<file path="src/rtl/snake_pkg.sv">
// Shared snake-game constants and direction codes, used by the head controller,
// the part shift register and the renderer.
package snake_pkg;

  localparam int COORD_W   = 11;
  localparam int CELL      = 20;
  localparam int H_MIN     = 0;
  localparam int H_MAX     = 620;
  localparam int V_MIN     = 0;
  localparam int V_MAX     = 460;
  localparam int START_H   = 320;
  localparam int START_V   = 240;
  localparam int START_LEN = 2;
  localparam int MAX_PARTS = 10;

  typedef enum logic [1:0] {
    DIR_UP    = 2'd0,
    DIR_DOWN  = 2'd1,
    DIR_LEFT  = 2'd2,
    DIR_RIGHT = 2'd3
  } dir_t;

  // Codes are paired so that flipping the LSB gives the reverse direction.
  function automatic dir_t opposite_dir(input dir_t d);
    return dir_t'(d ^ 2'b01);
  endfunction

endpackage

</file>
<file path="src/rtl/snake_step_timer.sv">
// Move-tick divider: counts 0..STEP_DIV-1, ticks on the last count, and is held
// at zero while hold is asserted.
module snake_step_timer #(
  parameter int STEP_DIV = 6_250_000
) (
  input  logic clock,
  input  logic reset,
  input  logic hold,
  output logic tick
);

  localparam int CNT_W = $clog2(STEP_DIV);
  localparam logic [CNT_W-1:0] LAST = CNT_W'(STEP_DIV - 1);

  logic [CNT_W-1:0] cnt;

  always_ff @(posedge clock or posedge reset) begin
    if (reset) begin
      cnt <= '0;
    end else if (hold || cnt == LAST) begin
      cnt <= '0;
    end else begin
      cnt <= cnt + 1'b1;
    end
  end

  // A held timer never ticks, so a halt on the last count swallows that step.
  assign tick = !hold && (cnt == LAST);

endmodule

</file>
<file path="src/rtl/snake_head_controller.sv">
// Snake head position, steering, wall collision and length tracking; advances one
// grid cell per move tick and pulses step_enable for the downstream shift register.
module snake_head_controller
  import snake_pkg::*;
#(
  parameter int STEP_DIV  = 6_250_000,
  parameter int CELL      = snake_pkg::CELL,
  parameter int H_MIN     = snake_pkg::H_MIN,
  parameter int H_MAX     = snake_pkg::H_MAX,
  parameter int V_MIN     = snake_pkg::V_MIN,
  parameter int V_MAX     = snake_pkg::V_MAX,
  parameter int START_H   = snake_pkg::START_H,
  parameter int START_V   = snake_pkg::START_V,
  parameter int START_LEN = snake_pkg::START_LEN,
  parameter int MAX_PARTS = snake_pkg::MAX_PARTS
) (
  input  logic                 clock,
  input  logic                 reset,
  input  logic                 btn_up,
  input  logic                 btn_down,
  input  logic                 btn_left,
  input  logic                 btn_right,
  input  logic                 food_eaten,
  input  logic                 halt,
  output logic                 step_enable,
  output logic [COORD_W-1:0]   horizontal_head_coord,
  output logic [COORD_W-1:0]   vertical_head_coord,
  output logic [MAX_PARTS-1:0] isactive_parts,
  output logic                 you_lose_from_wall
);

  localparam int LEN_W = $clog2(MAX_PARTS + 1);
  localparam int SUM_W = COORD_W + 1;

  typedef logic signed [SUM_W-1:0] scoord_t;

  function automatic logic in_range(input scoord_t v, input int lo, input int hi);
    return (v >= scoord_t'(lo)) && (v <= scoord_t'(hi));
  endfunction

  function automatic logic [LEN_W-1:0] grow_sat(input logic [LEN_W-1:0] len);
    return (len >= LEN_W'(MAX_PARTS)) ? LEN_W'(MAX_PARTS) : len + 1'b1;
  endfunction

  dir_t             dir;
  dir_t             pending_dir;
  dir_t             btn_dir;
  logic             btn_any;
  logic             tick;
  logic             grow_pending;
  logic             grow_now;
  logic             move_ok;
  logic [LEN_W-1:0] length;
  scoord_t          x_next_s;
  scoord_t          y_next_s;

  snake_step_timer #(
    .STEP_DIV (STEP_DIV)
  ) u_step_timer (
    .clock (clock),
    .reset (reset),
    .hold  (halt | you_lose_from_wall),
    .tick  (tick)
  );

  always_comb begin
    btn_any = btn_up | btn_down | btn_left | btn_right;
    btn_dir = DIR_RIGHT;
    if (btn_up)        btn_dir = DIR_UP;
    else if (btn_down) btn_dir = DIR_DOWN;
    else if (btn_left) btn_dir = DIR_LEFT;
  end

  // Candidate head one signed bit wider than the coordinate, so a step below zero
  // shows up as negative instead of wrapping.
  always_comb begin
    x_next_s = scoord_t'({1'b0, horizontal_head_coord});
    y_next_s = scoord_t'({1'b0, vertical_head_coord});
    case (pending_dir)
      DIR_UP:   y_next_s = y_next_s - scoord_t'(CELL);
      DIR_DOWN: y_next_s = y_next_s + scoord_t'(CELL);
      DIR_LEFT: x_next_s = x_next_s - scoord_t'(CELL);
      default:  x_next_s = x_next_s + scoord_t'(CELL);
    endcase
    move_ok  = in_range(x_next_s, H_MIN, H_MAX) && in_range(y_next_s, V_MIN, V_MAX);
    grow_now = grow_pending | food_eaten;
  end

  always_ff @(posedge clock or posedge reset) begin
    if (reset) begin
      step_enable           <= 1'b0;
      horizontal_head_coord <= COORD_W'(START_H);
      vertical_head_coord   <= COORD_W'(START_V);
      dir                   <= DIR_RIGHT;
      pending_dir           <= DIR_RIGHT;
      length                <= LEN_W'(START_LEN);
      grow_pending          <= 1'b0;
      you_lose_from_wall    <= 1'b0;
    end else begin
      step_enable  <= 1'b0;
      grow_pending <= grow_now;
      if (btn_any && btn_dir != opposite_dir(dir)) begin
        pending_dir <= btn_dir;
      end
      if (tick) begin
        if (move_ok) begin
          step_enable           <= 1'b1;
          horizontal_head_coord <= x_next_s[COORD_W-1:0];
          vertical_head_coord   <= y_next_s[COORD_W-1:0];
          dir                   <= pending_dir;
          grow_pending          <= 1'b0;
          if (grow_now) begin
            length <= grow_sat(length);
          end
        end else begin
          // Wall hit: head and length stay put; the flag also freezes the timer.
          you_lose_from_wall <= 1'b1;
        end
      end
    end
  end

  always_comb begin
    for (int i = 0; i < MAX_PARTS; i++) begin
      isactive_parts[i] = (i < int'(length));
    end
  end

endmodule

</file>
<file path="config.mk">
export PLATFORM = sky130hd
export DESIGN_NAME = snake_head_controller
export DESIGN_NICKNAME = d
export VERILOG_FILES = /design/src/rtl/snake_pkg.sv /design/src/rtl/snake_step_timer.sv /design/src/rtl/snake_head_controller.sv
export SDC_FILE = /design/constraint.sdc
export NUM_CORES = 1
export LEC_CHECK = 0
export BUFFER_PORTS_ARGS = -buffer_cell sky130_fd_sc_hd__buf_2
export CORE_MARGIN = 2
export CORE_UTILIZATION = 38
export DETAILED_ROUTE_END_ITERATION = 12
export REMOVE_ABC_BUFFERS = 1
export SLEW_MARGIN = 20
export SYNTH_ARGS = -nofsm -noshare
export SYNTH_HDL_FRONTEND = slang
export SYNTH_SLANG_ARGS = --single-unit
</file>
<file path="constraint.sdc">
create_clock -name clock -period 8.94 [get_ports clock]
set_clock_uncertainty 0.15 [all_clocks]
set_input_delay 0.894 -clock clock [delete_from_list [all_inputs] [get_ports clock]]
set_output_delay 0.894 -clock clock [all_outputs]
set_load 0.01 [all_outputs]
</file>
==> impl_metrics.csv <==
group,metric,value,unit
global_route,busiest_layer,"met2",
synthesis,synth.cell_area,0.00361,mm^2
synthesis,synth.distinct_cells,63,
finish,n_antenna_cell,0,
floorplan,die_w,101,um
finish,layout-drive-gt1-share,17.8,%
floorplan,num_io_pins,42,
detailed_routing,drt-pass1-iter-count,4,
timing,grt_setup_unrepaired,"false",
timing,slew_headroom,40.6,%
pwr,p_total,0.474,mW
synthesis,synth_edf_count,0,
clock_tree,cts_hold_buf,0,
placement,dpl_cell_area,0.00385,mm^2
global_route,grt_overflow,0,
finish,final_cell_mix,"nor2_1, dfrtp_1, buf_2, nand2_1, inv_1",
placement,hpwl,5.82,mm
finish,multi_input_area,0.00209,mm^2
critical_path,cp.arrival,4.58,ns
floorplan,rows,35,
global_route,grt_pass1_wl,13.9,mm
timing,finalCriticalPeriod,4.52,ns
global_route,grt_usage,16.6,%
timing,fin_hold_ws,0.310,ns
finish,num-nets-final,441,
synthesis,yosysSeqAreaShare,36.4,%
timing,tightest_slew,0.891,ns
synthesis,netlist_instances,396,
clock_tree,worst_skew_pair.late_latency,0.31,ns
pwr,p_leak,1.80,nW
critical_path,crit_path_max_fanout,24,
global_route,met2_usage,28.3,%
detailed_routing,wl,8.08,mm
floorplan,core,0.00924,mm^2
synthesis,synth.avg_cell_area,9.11,um^2
clock_tree,cts_max_level,2,
global_route,grt_pass1_vias,2840,
clock_tree,tritoncts,"yes",
status,status,"finished clean",
synthesis,async_reset_ff_share,100,%
clock_tree,root_buffer,"clkbuf_8",
detailed_routing,wl_per_cell,14.7,um
clock_tree,cts_made_buffers,5,
placement,routabilityCongestion,0.848,
detailed_routing,via_count,2955,
finish,seq_area,0.00132,mm^2
detailed_routing,via_per_inst,5.36,
clock_tree,clk_pin_slew_worst_paths,0.10,ns
timing,setup_viol,0,
finish,area_delta_synth_final,9.29,%
detailed_routing,drc,0,
placement,portBuffers,37,
worst_hold_path,hp-class,"register to register",
floorplan,initial_utilization,39.1,%
critical_path,critPathRequiredTime,8.99,ns
timing,slew_viol_final,0,
synthesis,ys_warn_count,0,
floorplan,die_y,101,um
floorplan,die_area,0.0103,mm^2
global_route,grtUsageMet3,2.48,%
pwr,power_density,120,mW/mm^2
clock_tree,cts_sinks,52,
global_route,grtUsageMet1,22.5,%
synthesis,synth-seq-cells,52,
clock_tree,ctsResizeCount,0,
critical_path,crit_path_end_kind,"register",
global_route,antenna_found_initial,0,
clock_tree,ctsLongestPathBuffers,2,
critical_path,cp-start-kind,"register",
clock_tree,post_cts_buffers,0,
timing,period_share,50.6,%
critical_path,critPathKind,"register to register",
finish,fin_area,0.00394,mm^2
finish,fillers,923,
detailed_routing,drt_iter0_markers,111,
detailed_routing,antenna_left,0,
finish,stdcell_count,551,
placement,dp.cells,543,
global_route,grt_max_degree,53,
timing,max_freq,221,MHz
timing,finalHoldViolCount,0,
timing,finalSetupTns,0,ns
synthesis,ys.flop_type,"dfrtp_1",
flow_run,maxCapViolations,0,
pwr,vdd_drop_max,56.7,uV
==> where the power goes <==
| part | internal (mW) | switching, mW |
|---|---|---|
| clock | 0.0573 | 0.0862 |
| sequential | 0.238 | 0.00679 |
| combinational | 0.0299 | 0.0556 |
==> layout make-up <==
cell class | instances | area share (%)
Timing Repair Buffer | 38 | 4.89
Tap cell | 129 | 4.09
Clock inverter | 3 | 0.666
Multi-Input combinational cell | 299 | 52.9
Sequential cell | 52 | 33.3
Inverter | 25 | 2.38
Clock buffer | 5 | 1.74
==> metal layers <==
| metal | wire [um] | up-vias | share of wire, % |
|---|---|---|---|
| met4 | 36 | 0 | 0.45 |
| met1 | 3950 | 1429 | 49 |
| met2 | 3880 | 47 | 48 |
| li1 | - | 1474 | - |
| met3 | 211 | 5 | 2.6 |
| met5 | 0 | - | 0 |
==> final timing paths <==
kind	startpoint	end	slack [ns]	depth (start not counted)
hold reg to reg	u_step_timer.cnt[0]	u_step_timer.cnt[0]	0.31	1
min in group asynchronous	reset	length[0]	0.60	3
setup reg to reg	pending_dir[1]	vertical_head_coord[8]	4.42	11
setup / recovery	pending_dir[1]	vertical_head_coord[8]	4.42	11
hold / removal	u_step_timer.cnt[0]	u_step_timer.cnt[0]	0.31	1
max in group asynchronous	reset	u_step_timer.cnt[1]	7.59	3
==> cells by family (layout without fill, tap and decap cells) <==
group / after synthesis / in the layout / share of synthesized area [%]
AOI/OAI and AO/OA: 72 / 72 / 14.0
xor gates and xnor gates: 37 / 37 / 8.98
adders and majority gates: 13 / 13 / 4.68
buffers and inverters: 48 / 71 / 6.07
DFF: 52 / 52 / 36.4
muxes: 15 / 15 / 4.85
other: 1 / 4 / 0.104
and+or+nand+nor: 158 / 158 / 24.9
==> sequential cells by signal, indices dropped and copies added, names as in the netlist <==
register               cells
dir                        2
you_lose_from_wall         1
grow_pending               1
pending_dir                2
vertical_head_coord        9
horizontal_head_coord      9
u_step_timer.cnt          23
step_enable                1
length                     4
==> critical path, stage by stage (launching register included) <==
cell       delay [ns]
dfstp_2          0.84
inv_2            0.21
nand2_1          0.27
ha_1             0.35
a21o_1           0.22
a221o_1          0.38
a2111oi_0        0.43
a211o_1          0.15
a211o_1          0.13
nand2_1          0.36
nor3_4           0.57
mux2_4           0.34
==> through the flow <==
step | setup slack, ns | util, %
after global routing | 4.17 | 42.7
after floorplan | 4.98 | -
after detailed placement | 4.44 | 41.7
final | 4.42 | 42.7
after global placement | 4.57 | 41.7
after CTS | 4.43 | 42.7
==> Yosys cell counts (3+ instances only) <==
cell,number,area share (%)
nor4_1,13,2.3
nor3_1,9,1.2
a31oi_1,3,0.52
mux2i_1,7,1.9
nand2_1,21,2.2
xor2_1,20,4.9
inv_2,3,0.31
o21ai_0,13,1.8
a211o_1,4,0.97
nor2b_1,4,0.69
o31ai_1,3,0.62
a21oi_1,13,1.8
nand4_1,11,1.9
dfstp_2,11,8.0
inv_1,22,2.3
a21o_1,8,1.7
clkbuf_1,13,1.4
and4_1,3,0.73
mux2_1,3,0.94
nor4_4,3,1.8
buf_4,8,1.7
xnor2_1,17,4.1
nor2_1,41,4.3
and3_1,9,1.6
dfrtp_1,41,28
mux2_4,4,1.7
ha_1,11,3.8
or3_1,4,0.69
o41ai_1,3,0.73
and2_1,3,0.52
o21a_1,5,1.0
nand3_1,18,2.5
nand2b_1,4,0.69
Power figures use the tool's default switching activity.
